==> src/rtl/anim_pkg.sv <==
// Shared mode/state encodings and per-mode animation tables for sprite_anim_sched.
package anim_pkg;

  typedef enum logic [1:0] {
    MODE_IDLE   = 2'b00,
    MODE_RUN    = 2'b01,
    MODE_JUMP   = 2'b10,
    MODE_FREEZE = 2'b11
  } anim_mode_e;

  typedef enum logic [2:0] {
    ST_IDLE,
    ST_RUN,
    ST_JUMP,
    ST_JDONE,
    ST_FREEZE
  } chan_state_e;

  localparam int unsigned HOLD_W = 2;

  localparam int unsigned IDLE_BASE = 0;
  localparam int unsigned IDLE_LEN  = 4;
  localparam int unsigned IDLE_HOLD = 2;
  localparam bit          IDLE_ONESHOT = 1'b0;

  localparam int unsigned RUN_BASE = 4;
  localparam int unsigned RUN_LEN  = 8;
  localparam int unsigned RUN_HOLD = 1;
  localparam bit          RUN_ONESHOT = 1'b0;

  localparam int unsigned JUMP_BASE = 12;
  localparam int unsigned JUMP_LEN  = 4;
  localparam int unsigned JUMP_HOLD = 3;
  localparam bit          JUMP_ONESHOT = 1'b1;

  function automatic int unsigned mode_base(anim_mode_e m);
    case (m)
      MODE_IDLE: return IDLE_BASE;
      MODE_RUN:  return RUN_BASE;
      MODE_JUMP: return JUMP_BASE;
      default:   return 0;
    endcase
  endfunction

  function automatic int unsigned mode_len(anim_mode_e m);
    case (m)
      MODE_IDLE: return IDLE_LEN;
      MODE_RUN:  return RUN_LEN;
      MODE_JUMP: return JUMP_LEN;
      default:   return 1;
    endcase
  endfunction

  function automatic int unsigned mode_hold(anim_mode_e m);
    case (m)
      MODE_IDLE: return IDLE_HOLD;
      MODE_RUN:  return RUN_HOLD;
      MODE_JUMP: return JUMP_HOLD;
      default:   return 1;
    endcase
  endfunction

  function automatic bit mode_oneshot(anim_mode_e m);
    case (m)
      MODE_IDLE: return IDLE_ONESHOT;
      MODE_RUN:  return RUN_ONESHOT;
      MODE_JUMP: return JUMP_ONESHOT;
      default:   return 1'b0;
    endcase
  endfunction

  function automatic int unsigned last_frame(anim_mode_e m);
    return mode_base(m) + mode_len(m) - 1;
  endfunction

  // JDONE is still "JUMP" so a held JUMP request does not retrigger.
  function automatic anim_mode_e state_mode(chan_state_e s);
    case (s)
      ST_RUN:            return MODE_RUN;
      ST_JUMP, ST_JDONE: return MODE_JUMP;
      ST_FREEZE:         return MODE_FREEZE;
      default:           return MODE_IDLE;
    endcase
  endfunction

endpackage

==> src/rtl/anim_channel.sv <==
// One sprite animation channel; all state changes happen on frame_tick_i.
// ANIM_PINGPONG_EN: IDLE bounces between its first and last frame instead of wrapping.
module anim_channel
  import anim_pkg::*;
#(
  parameter int unsigned FRAME_W = 4
) (
  input  logic               clk_i,
  input  logic               rst_i,
  input  logic               frame_tick_i,
  input  logic [1:0]         mode_req_i,
  output logic [FRAME_W-1:0] frame_idx_o,
  output logic               anim_done_o
);

  chan_state_e        state_q, state_d;
  logic [FRAME_W-1:0] frame_q, frame_d;
  logic [HOLD_W-1:0]  hold_q, hold_d;
  logic               done_q, done_d;

  anim_mode_e         req_mode, cur_mode;
  logic [FRAME_W-1:0] base_f, last_f, step_f;
  logic [HOLD_W-1:0]  hold_last;

`ifdef ANIM_PINGPONG_EN
  logic dir_q, dir_d;
  logic dir_flip;
`endif

  always_ff @(posedge clk_i or posedge rst_i) begin
    if (rst_i) begin
      state_q <= ST_IDLE;
      frame_q <= '0;
      hold_q  <= '0;
      done_q  <= 1'b0;
`ifdef ANIM_PINGPONG_EN
      dir_q   <= 1'b0;
`endif
    end else begin
      state_q <= state_d;
      frame_q <= frame_d;
      hold_q  <= hold_d;
      done_q  <= done_d;
`ifdef ANIM_PINGPONG_EN
      dir_q   <= dir_d;
`endif
    end
  end

  always_comb begin
    state_d   = state_q;
    frame_d   = frame_q;
    hold_d    = hold_q;
    done_d    = 1'b0;
    req_mode  = anim_mode_e'(mode_req_i);
    cur_mode  = state_mode(state_q);
    base_f    = FRAME_W'(mode_base(cur_mode));
    last_f    = FRAME_W'(last_frame(cur_mode));
    hold_last = HOLD_W'(mode_hold(cur_mode) - 1);
    step_f    = (frame_q == last_f) ? base_f : frame_q + 1'b1;
`ifdef ANIM_PINGPONG_EN
    dir_d    = dir_q;
    dir_flip = 1'b0;
    if (state_q == ST_IDLE) begin
      dir_flip = dir_q ? (frame_q == base_f) : (frame_q == last_f);
      step_f   = (dir_q ^ dir_flip) ? frame_q - 1'b1 : frame_q + 1'b1;
    end
`endif

    if (frame_tick_i) begin
      if (req_mode != cur_mode) begin
        hold_d = '0;
        if (req_mode != MODE_FREEZE) frame_d = FRAME_W'(mode_base(req_mode));
`ifdef ANIM_PINGPONG_EN
        dir_d = 1'b0;
`endif
        unique case (req_mode)
          MODE_IDLE:   state_d = ST_IDLE;
          MODE_RUN:    state_d = ST_RUN;
          MODE_JUMP:   state_d = ST_JUMP;
          MODE_FREEZE: state_d = ST_FREEZE;
        endcase
      end else begin
        unique case (state_q)
          ST_IDLE, ST_RUN, ST_JUMP: begin
            if (hold_q < hold_last) begin
              hold_d = hold_q + 1'b1;
            end else begin
              hold_d  = '0;
              frame_d = step_f;
`ifdef ANIM_PINGPONG_EN
              dir_d   = dir_q ^ dir_flip;
`endif
              if (mode_oneshot(cur_mode) && (step_f == last_f)) begin
                state_d = ST_JDONE;
                done_d  = 1'b1;
              end
            end
          end
          default: ;
        endcase
      end
    end
  end

  always_comb begin
    frame_idx_o = frame_q;
    anim_done_o = done_q;
  end

endmodule

==> src/rtl/sprite_anim_sched.sv <==
// Vsync-synchronised animation tick generator feeding NSPR sprite channels.
// Optional macro ANIM_PINGPONG_EN selects ping-pong IDLE playback in the channels.
module sprite_anim_sched
  import anim_pkg::*;
#(
  parameter int unsigned NSPR     = 2,
  parameter int unsigned FRAME_W  = 4,
  parameter int unsigned TICK_DIV = 2
) (
  input  logic                    clk,
  input  logic                    rst,
  input  logic                    vs,
  input  logic                    pause,
  input  logic [2*NSPR-1:0]       mode_req,
  output logic [FRAME_W*NSPR-1:0] frame_idx,
  output logic [NSPR-1:0]         anim_done,
  output logic                    frame_tick
);

  localparam int unsigned DIV_W = 4;

  if ((mode_base(MODE_IDLE) + mode_len(MODE_IDLE) > (1 << FRAME_W)) ||
      (mode_base(MODE_RUN)  + mode_len(MODE_RUN)  > (1 << FRAME_W)) ||
      (mode_base(MODE_JUMP) + mode_len(MODE_JUMP) > (1 << FRAME_W))) begin : g_bad_frame_w
    $error("sprite_anim_sched: mode frame range exceeds FRAME_W");
  end
  if ((TICK_DIV < 1) || (TICK_DIV > 15)) begin : g_bad_tick_div
    $error("sprite_anim_sched: TICK_DIV must be 1..15");
  end

  logic             vs_s1_q, vs_s2_q, vs_s3_q, vs_fall_q;
  logic [DIV_W-1:0] div_q, div_d;
  logic             tick_q, tick_d;

  // vs idles high, so the sync chain resets to 1 to avoid a false fall after reset.
  always_ff @(posedge clk or posedge rst) begin
    if (rst) begin
      vs_s1_q   <= 1'b1;
      vs_s2_q   <= 1'b1;
      vs_s3_q   <= 1'b1;
      vs_fall_q <= 1'b0;
      div_q     <= '0;
      tick_q    <= 1'b0;
    end else begin
      vs_s1_q   <= vs;
      vs_s2_q   <= vs_s1_q;
      vs_s3_q   <= vs_s2_q;
      vs_fall_q <= vs_s3_q & ~vs_s2_q;
      div_q     <= div_d;
      tick_q    <= tick_d;
    end
  end

  always_comb begin
    div_d  = div_q;
    tick_d = 1'b0;
    if (vs_fall_q && !pause) begin
      if (div_q == DIV_W'(TICK_DIV - 1)) begin
        div_d  = '0;
        tick_d = 1'b1;
      end else begin
        div_d = div_q + 1'b1;
      end
    end
  end

  assign frame_tick = tick_q;

  for (genvar i = 0; i < NSPR; i++) begin : g_chan
    anim_channel #(
      .FRAME_W(FRAME_W)
    ) u_chan (
      .clk_i       (clk),
      .rst_i       (rst),
      .frame_tick_i(tick_q),
      .mode_req_i  (mode_req[2*i +: 2]),
      .frame_idx_o (frame_idx[FRAME_W*i +: FRAME_W]),
      .anim_done_o (anim_done[i])
    );
  end

endmodule

==> config.mk <==
export PLATFORM = sky130hd
export DESIGN_NAME = sprite_anim_sched
export DESIGN_NICKNAME = d
export VERILOG_FILES = /design/src/rtl/anim_pkg.sv /design/src/rtl/anim_channel.sv /design/src/rtl/sprite_anim_sched.sv
export SDC_FILE = /design/constraint.sdc
export NUM_CORES = 1
export LEC_CHECK = 0
export ABC_AREA = 1
export CAP_MARGIN = 20
export CELL_PAD_IN_SITES_DETAIL_PLACEMENT = 1
export CELL_PAD_IN_SITES_GLOBAL_PLACEMENT = 2
export CORE_MARGIN = 2
export CORE_UTILIZATION = 33
export CTS_CLUSTER_DIAMETER = 80
export CTS_CLUSTER_SIZE = 10
export DETAILED_ROUTE_END_ITERATION = 8
export GPL_ROUTABILITY_DRIVEN = 1
export PLACE_DENSITY = 0.82
export SLEW_MARGIN = 20
export SYNTH_ARGS = -nofsm -noshare
export SYNTH_HDL_FRONTEND = slang
export SYNTH_SLANG_ARGS = --single-unit
==> constraint.sdc <==
create_clock -name clk -period 2.9 [get_ports clk]
set_input_delay 0.29 -clock clk [delete_from_list [all_inputs] [get_ports clk]]
set_output_delay 0.29 -clock clk [all_outputs]
set_load 0.02 [all_outputs]
==> results of run 1 <==
==> logic make-up (layout without fill, tap and decap cells) <==
group | count (synthesis) | after routing | share of synthesized area
AO/OA/AOI/OAI | 23 | 23 | 0.0596
buffers and inverters | 55 | 79 | 0.0976
flip-flops | 29 | 29 | 0.322
XOR/XNOR | 12 | 12 | 0.0645
AND/OR/NAND/NOR | 172 | 172 | 0.335
adder cells (fa/ha/maj) | 22 | 22 | 0.121
==> stage by stage <==
stage / hold slack, ps / power, mW
final: 357 / 2.55
after global routing: 365 / 2.88
after CTS: 359 / 2.61
after detailed placement: 349 / 2.27
after global placement: 345 / 2.23
after floorplan: 294 / 1.87
==> cell type report <==
class | count | area (sq um) | area share
clock buffers | 5 | 68.8 | 0.0263
clock inverters | 3 | 17.5 | 0.00670
inverters | 52 | 195 | 0.0746
multi-input cells | 229 | 1320 | 0.504
flip-flops and latches | 29 | 729 | 0.279
well taps | 80 | 100 | 0.0383
repair buffers | 19 | 188 | 0.0717
==> flip-flops by register name, indices dropped and copies added, names as in the netlist <==
name and flops:
div_q 4, g_chan.u_chan.hold_q 4, vs_s1_q 1, g_chan.u_chan.anim_done_o 2, vs_s2_q 1, frame_tick 1, vs_fall_q 1, vs_s3_q 1
g_chan.u_chan.state_q 6, g_chan.u_chan.frame_idx_o 8
==> synth_stat cells (all sizes together) <==
library cell	n	area share
a21boi	1	0.0083
a21oi	2	0.0044
buf	3	0.012
dfrtp	26	0.29
dfstp	3	0.035
ha	22	0.12
inv	52	0.086
nand2	109	0.20
nand3	33	0.075
nand4	2	0.0055
nor2	22	0.040
nor3	1	0.0022
o21a	1	0.0033
o21ai	19	0.044
or2	5	0.014
xnor2	3	0.012
xor2	9	0.053
==> power by group through the flow <==
stage / sequential (mW) / clock (mW) / combinational, mW
CTS: 0.663 / 0.336 / 1.61
finish: 0.661 / 0.323 / 1.57
global route: 0.687 / 0.356 / 1.83
detailed placement: 0.671 / 0 / 1.60
global placement: 0.661 / 0 / 1.57
floorplan: 0.682 / 0 / 1.18
==> routing by layer <==
metal | global-route usage | up-vias | part of all wire
met5 | 0 | - | 0
met4 | 0.0554 | 0 | 0.015
met3 | 0.0284 | 5 | 0.022
met2 | 0.257 | 17 | 0.49
met1 | 0.204 | 914 | 0.47
li1 | - | 996 | -
==> final timing paths <==
check                                                          end  slack [ps]
setup / recovery           g_chan[1].u_chan.state_q[1]$_DFFE_PP0P_         460
hold / removal                                   vs_s2_q$_DFF_PP1_         360
setup reg to reg           g_chan[1].u_chan.state_q[1]$_DFFE_PP0P_         460
hold reg to reg                                  vs_s2_q$_DFF_PP1_         360
max in group asynchronous                        vs_s2_q$_DFF_PP1_        2190
min in group asynchronous                     div_q[0]$_DFFE_PP0P_         390
==> cell usage in the layout, fill, tap and decap left out <==
cell / Yosys / final
or2_2: 2 / 2
inv_2: 5 / 5
inv_1: 47 / 47
or2_0: 3 / 3
a21boi_4: 1 / 1
dfrtp_1: 26 / 26
nor3_1: 1 / 1
clkdlybuf4s50_1: 0 / 18
nand2_1: 98 / 98
o21ai_1: 9 / 9
a21oi_1: 2 / 2
clkbuf_8: 0 / 5
nand2_2: 8 / 8
xor2_1: 5 / 5
o21ai_2: 1 / 1
o21ai_0: 9 / 9
xor2_4: 1 / 1
buf_4: 2 / 1
nand3_1: 32 / 32
ha_1: 22 / 22
clkinvlp_4: 0 / 1
nor2_2: 3 / 3
o21a_1: 1 / 1
dfstp_2: 3 / 3
nand3_2: 1 / 1
xor2_2: 3 / 3
nand2_4: 3 / 3
clkinv_2: 0 / 2
nor2_1: 19 / 19
xnor2_1: 3 / 3
nand4_1: 2 / 2
==> impl_metrics.tcl, run 1 <==
set metrics [dict create \
    status "complete, no violations" \
    p_seq_frac 0.259 \
    finalCritPeriodShare 0.840 \
    grt_overflow 0 \
    worstMarginPinSlew_ps 405 \
    criticalPathCategory "register to register" \
    tns_ps 0 \
    postLayoutCoreUtil 0.389 \
    die_h_microns 86.9 \
    combPwrFrac 0.614 \
    power.density_nw_per_um2 975 \
    clkSlewWorstSetupHoldPaths_ps 60 \
    cts_tree "yes" \
    arrival_ps 2610 \
    cts_sinks 29 \
    min_path_type "register to register" \
    clock_tree.buffer_depth 2 \
    hold_buffers 0 \
    dieArea_sq_um 7550 \
    crit_family "simple AND/OR/NAND/NOR gates" \
    yosysWarnings 0 \
    min_period_ps 2440 \
    power_leakage_nw 1.36 \
    grt_pass1_vias 1920 \
    cap_violations 0 \
    gp_congestion 0.758 \
    portBuffers 18 \
    avgRoutedWirePerCell_microns 12.5 \
    ctsHtreeMaxLevel 2 \
    cpMostUsedCell "nand2_1" \
    hold_viol 0 \
    drt-initial-drc-count 47 \
    fin_skew_ps 2.86 \
    sw_frac_of_total 0.510 \
    reg2reg_from "g_chan[1].u_chan.state_q[0]$_DFFE_PP0P_" \
    core_area_sq_um 6720 \
    synth_nets 343 \
    r2r_cells 17 \
    rsz0062_at_grt "no" \
    cts_buffers 5 \
    synthesis.area_sq_um 2270 \
    start_util 0.338 \
    post-place-ws_ps 437 \
    synthDistinctLibCells 28 \
    drv_slew 0 \
    stdcell_count 417 \
    yosysSeqAreaShare 0.322 \
    max_freq_mhz 410 \
    hold_depth 0 \
    io_pins 19 \
    drive_gt1_frac 0.119 \
    cts_resized 0 \
    synthCells 313 \
    num-fill-cells 851 \
    drtAntennaViolNets 0 \
    rows 30 \
    grt_pass1_wl_microns 9100 \
    p_switching_mw 1.30 \
    p_int_mw 1.25 \
    ys_ff_latch 29 \
    nets 366 \
    critPathMaxFanout 6 \
    grt_antenna_before_repair 0 \
    dp_cells 409 \
    setup_viol 0 \
    cp_num_cells 17 \
    diodes 0 \
    grt_max_degree 30 \
    postCtsSetupBuffers 0 \
    syn_avg_cell_area_sq_um 7.25 \
    cp.required_ps 3080 \
    clkPwrFrac 0.127 \
    setup_ws_ps 463 \
    track_usage 0.156 \
    cpPeakStageDelay_ps 420 \
    placed_area_sq_um 2530 \
    area_delta_synth_final_pct 15.3 \
    irDropWorstVdd_v 0.000280 \
    crit_start "g_chan[1].u_chan.state_q[0]$_DFFE_PP0P_" \
    min_from "vs_s1_q$_DFF_PP1_" \
    critPathCaptureType "register" \
    worstPathCellList "inv_1 > nand2_2 > a21boi_4 > ha_1 > inv_1 > nand2_1 > nand2_1 > nor2_1 > nand2_1 > nand2_1 > nand2_1 > nand2_1 > nand2_1 > nand2_2 > nand2_2 > nand2_1 > nand2_1" \
    routed_wl_microns 5210 \
    final_area_sq_um 2620 \
    worst-path-buf-inv 2 \
    start_kind "register" \
    vias_per_cell 4.63 \
    cts-root-buf "clkbuf_8" \
    hpwl_microns 4190 \
    cp_slowest_cell "dfrtp_1" \
    drc 0 \
    clk-insertion-delay-late_ps 280 \
    die_w_microns 86.9 \
    vias 1932 \
    relSlewSlack 0.730 \
    first_pass_iters 4 \
]
Power figures use the tool's default switching activity.
==> run 2, diff against run 1 <==
- clock period: 2.9 -> 2.45 ns (I/O delays scaled with it)
==> impl_metrics.tcl, run 2 (synthesis gave the netlist of run 1 again) <==
set metrics [dict create \
    drc 0 \
    io_pins 19 \
    clock_tree.buffer_depth 2 \
    worst-path-buf-inv 3 \
    cts_tree "yes" \
    r2r_cells 17 \
    cts-root-buf "clkbuf_8" \
    hpwl_microns 4110 \
    placed_area_sq_um 2550 \
    portBuffers 18 \
    relSlewSlack 0.733 \
    cts_buffers 5 \
    largest_reg_flops 8 \
    start_util 0.338 \
    routed_wl_microns 5330 \
    rows 30 \
    reg2reg_from "g_chan[1].u_chan.state_q[0]$_DFFE_PP0P_" \
    worstMarginPinSlew_ps 399 \
    r2r_setup_slack_ps 200 \
    cpPeakStageDelay_ps 420 \
    ctsHtreeMaxLevel 2 \
    final_area_sq_um 2760 \
    min_path_type "primary input to asynchronous set/reset pin" \
    clkSlewWorstSetupHoldPaths_ps 60 \
    cp.required_ps 2670 \
    cts_sinks 29 \
    grt_pass1_wl_microns 8920 \
    grt_max_degree 30 \
    criticalPathCategory "register to register" \
    power.density_nw_per_um2 1240 \
    core_area_sq_um 6720 \
    finalPower_mw 3.43 \
    power_leakage_nw 1.41 \
    irDropWorstVdd_v 0.000395 \
    start_kind "register" \
    arrival_ps 2470 \
    setup_viol 0 \
    drt-initial-drc-count 54 \
    first_pass_iters 4 \
    r2r_end "g_chan[1].u_chan.state_q[1]$_DFFE_PP0P_" \
    postLayoutCoreUtil 0.411 \
    nets 374 \
    critPathCaptureType "register" \
    mostFrequentLayoutCells "95 x nand2_1, 44 x inv_1, 32 x nand3_1, 25 x dfrtp_1, 20 x ha_1" \
    die_h_microns 86.9 \
    cpMostUsedCell "nand2_1" \
    drtAntennaViolNets 0 \
    drv_slew 0 \
    status "complete, no violations" \
    vias 1974 \
    fin_skew_ps 2.28 \
    hold_viol 0 \
    grt_pass1_vias 1946 \
    gp_congestion 0.728 \
    crit_family "simple AND/OR/NAND/NOR gates" \
    vias_per_cell 4.64 \
    worstPathCellList "inv_2 > nand2_2 > a21boi_4 > buf_6 > ha_1 > inv_1 > ha_1 > nand2_1 > nand2_1 > nand2_1 > nor2_2 > nand3_1 > nor2_2 > nand2_2 > nand2_2 > nand2_1 > nand2_1" \
    avgRoutedWirePerCell_microns 12.5 \
    die_w_microns 86.9 \
    track_usage 0.150 \
    drive_gt1_frac 0.174 \
    grt_antenna_before_repair 0 \
    cp_slowest_cell "dfrtp_1" \
    clk-insertion-delay-late_ps 280 \
    critPathMaxFanout 5 \
    area_delta_synth_final_pct 21.6 \
    finalCritPeriodShare 0.920 \
    cap_violations 0 \
    dieArea_sq_um 7550 \
    min_period_ps 2250 \
    final_common_cell "nand2_1" \
    grt_overflow 0 \
    max_freq_mhz 444 \
    diodes 0 \
]
-- run 2: cell count changes in the layout (fill, tap and decap cells not counted), moves of 2 or more --
cell      previous run  this run
ha_4                 0         2
nand2_1             98        95
inv_1               47        44
nor2_1              19        15
clkinv_2             2         0
nor2_2               3         7
ha_1                22        20
buf_4                1         8
inv_2                5         8
nand2_2              8        10
-- run 2: power by group --
group | switching [mW] | internal [mW] | leakage [nW]
sequential | 0.162 | 0.621 | 0.372
clock | 0.182 | 0.331 | 0.0585
combinational | 1.29 | 0.843 | 0.984
total | 1.64 | 1.80 | 1.41
-- run 2: worst max-delay path by stage --
stage                                                          to                               startpoint  slack, ps  cells after the start
after floorplan           g_chan[1].u_chan.state_q[1]$_DFFE_PP0P_  g_chan[1].u_chan.state_q[2]$_DFFE_PP0P_        400                     18
after global placement    g_chan[1].u_chan.state_q[1]$_DFFE_PP0P_  g_chan[1].u_chan.state_q[2]$_DFFE_PP0P_         70                     18
after detailed placement  g_chan[1].u_chan.state_q[1]$_DFFE_PP0P_  g_chan[1].u_chan.state_q[2]$_DFFE_PP0P_         40                     18
after CTS                 g_chan[1].u_chan.state_q[1]$_DFFE_PP0P_  g_chan[1].u_chan.state_q[2]$_DFFE_PP0P_          7                     17
after global routing      g_chan[1].u_chan.state_q[2]$_DFFE_PP0P_  g_chan[1].u_chan.state_q[0]$_DFFE_PP0P_        -20                     17
final                     g_chan[1].u_chan.state_q[1]$_DFFE_PP0P_  g_chan[1].u_chan.state_q[0]$_DFFE_PP0P_        200                     17
-- run 2: timing repair --
| item | 4_1_cts | 5_1_grt |
|---|---|---|
| hold buffers | 0 | 0 |
| resized for setup | 0 | 15 |
| buffers inserted | 0 | 5 |
| setup endpoints to repair | 0 | 10 |
-- run 2: area by class of cell --
class / count / area [sq um]
tap: 80 / 100
clock inverter: 1 / 30.0
fill: 838 / 3960
sequential: 29 / 731
timing repair buffer: 27 / 251
multi-input combinational: 229 / 1370
inverter: 52 / 195
clock buffer: 7 / 86.3
-- run 2: metrics by stage --
step / instances / hold slack, ps / TNS (ps) / setup slack (ps)
after floorplan: 313 / 249 / 0 / 396
after global placement: 412 / 345 / 0 / 71.7
after detailed placement: 412 / 349 / 0 / 38.5
after CTS: 420 / 349 / 0 / 7.27
after global routing: 425 / 364 / -23.3 / -17.5
final: 425 / 337 / 0 / 197
-- run 2: worst register-to-register path, cell delays in order, from the launching register on --
cell and delay [ps]:
dfrtp_1 420, inv_2 90, nand2_2 60, a21boi_4 230, buf_6 140, ha_1 130, inv_1 40, ha_1 260
nand2_1 50, nand2_1 70, nand2_1 80, nor2_2 110, nand3_1 100, nor2_2 110, nand2_2 110, nand2_2 90
nand2_1 50, nand2_1 50
-- run 2: routing by layer --
metal	vias to the layer above	wire [microns]	GRT usage
li1	1018	-	-
met1	929	2420	0.185
met2	19	2690	0.260
met3	8	144	0.0351
met4	0	77	0.0426
met5	-	0	0
==> run 3, diff against run 2 <==
- ABC_AREA: 1 -> 0
- CORE_UTILIZATION: 33 -> 36
==> impl_metrics.tcl, run 3 <==
set metrics [dict create \
    status "finished, violations left" \
    violations "setup timing" \
    grt_max_degree 18 \
    core_area_sq_um 5850 \
    synthesis.area_sq_um 2160 \
    synth_top_family_by_area "simple AND/OR/NAND/NOR gates" \
    finalCritPeriodShare 1.09 \
    setup_ws_ps -215 \
    synthFlopType "dfrtp_1" \
    yosysSeqAreaShare 0.338 \
    power_leakage_nw 1.39 \
    synth_top_cell_area_share 0.302 \
    rows 28 \
    arrival_ps 2880 \
    ys_top_cells_by_area "dfrtp_1 30%, ha_1 13%, xor2_1 4.5%, dfstp_2 3.7%, mux2_2 3.7%" \
    stdcell_count 366 \
    io_pins 19 \
    routed_wl_microns 5660 \
    grt_overflow 0 \
    area_delta_synth_final_pct 37.1 \
    reg2reg_from "g_chan[1].u_chan.state_q[2]$_DFFE_PP0P_" \
    ctsHtreeMaxLevel 2 \
    cts_sinks 29 \
    portBuffers 18 \
    synth.most_common_cell "dfrtp_1" \
    cp.required_ps 2660 \
    synth_common_cells "26 x dfrtp_1, 22 x ha_1, 20 x nand2_1, 18 x inv_1, 13 x nor2_1" \
    grt_antenna_before_repair 0 \
    nets 320 \
    cap_violations 0 \
    ys_ff_latch 29 \
    largest_reg_flops 8 \
    drc 0 \
    hold_slack_ps 280 \
    dp_cells 345 \
    setup_viol 5 \
    yosys.area_share.simple 0.172 \
    rsz0062_at_grt "yes" \
    synthDistinctLibCells 49 \
    clkSlewWorstSetupHoldPaths_ps 70 \
    die_w_microns 81.4 \
    finalPower_mw 3.61 \
    synthAdderAreaFrac 0.128 \
    drv_slew 0 \
    async_reset_ff_frac 1.00 \
    criticalPathCategory "register to register" \
    diodes 0 \
    cts_buffers 5 \
    min_period_ps 2670 \
    critPathMaxFanout 4 \
    power.density_nw_per_um2 1220 \
    critPathCaptureType "register" \
    final_common_cell "buf_4" \
    min_path_type "primary input to asynchronous set/reset pin" \
    relSlewSlack 0.663 \
    worstMarginPinSlew_ps 505 \
    clk-insertion-delay-late_ps 290 \
    drt-initial-drc-count 27 \
    post-place-ws_ps -256 \
    fin_skew_ps 5.46 \
    cts_tree "yes" \
    first_pass_iters 4 \
    synth_nets 261 \
    yosysWarnings 0 \
    dieArea_sq_um 6620 \
    die_h_microns 81.4 \
    avgRoutedWirePerCell_microns 15.5 \
    r2r_setup_slack_ps -220 \
    synth_xor_area_frac 0.0772 \
    hold_viol 0 \
    hold_buffers 0 \
    synthMuxAreaShare 0.0691 \
    synth-edff-count 0 \
    start_kind "register" \
    start_util 0.368 \
    irDropWorstVdd_v 0.000600 \
    synth_compound_area_frac 0.161 \
    max_freq_mhz 375 \
    mostFrequentLayoutCells "43 x buf_4, 24 x dfrtp_1, 19 x nand2_1, 18 x clkdlybuf4s50_1, 17 x ha_1" \
    synthCells 231 \
    gp_congestion 0.856 \
    r2r_cells 9 \
    track_usage 0.181 \
    synth_top_cell_by_area "dfrtp_1" \
    r2r_end "g_chan[1].u_chan.state_q[1]$_DFFE_PP0P_" \
    grt_pass1_wl_microns 9140 \
    syn_avg_cell_area_sq_um 9.33 \
    vias_per_cell 5.17 \
    clock_tree.buffer_depth 2 \
    drtAntennaViolNets 0 \
    num-fill-cells 663 \
    grt_pass1_vias 1974 \
    vias 1894 \
    cts-root-buf "clkbuf_8" \
    drive_gt1_frac 0.323 \
    hpwl_microns 4140 \
]
-- run 3: critical path: stages, from the launching register on --
cell and delay (ps):
dfrtp_2 430, nand2b_4 150, a21o_4 230, ha_4 290, xor2_2 160, nand4_1 210, buf_4 210, mux2_4 290
or4_4 460, a31oi_2 160
-- run 3: worst max-delay path by stage --
stage,from,endpoint,slack [ps],cells after the start
floorplan,g_chan[1].u_chan.state_q[2]$_DFFE_PP0P_,g_chan[1].u_chan.state_q[1]$_DFFE_PP0P_,-110,9
global placement,g_chan[1].u_chan.state_q[2]$_DFFE_PP0P_,g_chan[1].u_chan.state_q[1]$_DFFE_PP0P_,-130,8
detailed placement,g_chan[1].u_chan.state_q[2]$_DFFE_PP0P_,g_chan[1].u_chan.state_q[0]$_DFFE_PP0P_,-260,9
CTS,g_chan[1].u_chan.state_q[2]$_DFFE_PP0P_,g_chan[1].u_chan.state_q[1]$_DFFE_PP0P_,-130,9
global route,g_chan[1].u_chan.state_q[2]$_DFFE_PP0P_,g_chan[1].u_chan.state_q[1]$_DFFE_PP0P_,-300,9
finish,g_chan[1].u_chan.state_q[2]$_DFFE_PP0P_,g_chan[1].u_chan.state_q[1]$_DFFE_PP0P_,-220,9
-- run 3: logic make-up (layout without fill, tap and decap cells) --
group / count (synthesis) / after routing
flops: 29 / 29
buf+inv: 28 / 88
mux: 14 / 14
xor+xnor: 19 / 19
fa+ha+maj: 22 / 22
compound gates: 49 / 49
simple gates: 70 / 70
-- run 3: area by class of cell --
type	count	area [sq um]	area share
clock buffers	5	68.8	0.0233
clock inverters	3	17.5	0.00592
inverters	18	67.6	0.0229
multi-input cells	174	1460	0.495
flip-flops and latches	29	732	0.248
well taps	75	93.8	0.0317
repair buffers	62	514	0.174
-- run 3: power breakdown --
part           switching [mW]  internal [mW]
Sequential              0.209          0.613
Clock                   0.204          0.196
Combinational            1.15           1.23
-- run 3: per-stage QoR --
stage | instance area [sq um] | util | setup TNS [ps]
2_1_floorplan | 2210 | - | -309
3_3_place_gp | 2660 | 0.454 | -370
3_5_place_dp | 2660 | 0.454 | -704
4_1_cts | 2780 | 0.476 | -366
5_1_grt | 2960 | 0.505 | -1130
6_report | 2960 | 0.505 | -648
-- run 3: metal layers --
metal	track usage	part of all wire	vias up
li1	-	-	926
met1	0.229	0.46	943
met2	0.306	0.50	14
met3	0.0356	0.020	11
met4	0.0627	0.019	0
met5	0	0	-
-- run 3: what timing repair did --
action                                 4_1_cts  5_1_grt
endpoints found under the hold margin        0        0
resized for setup                            9       19
setup endpoints to repair                    5       11
setup buffers                                2       11
pin swaps                                    2        7
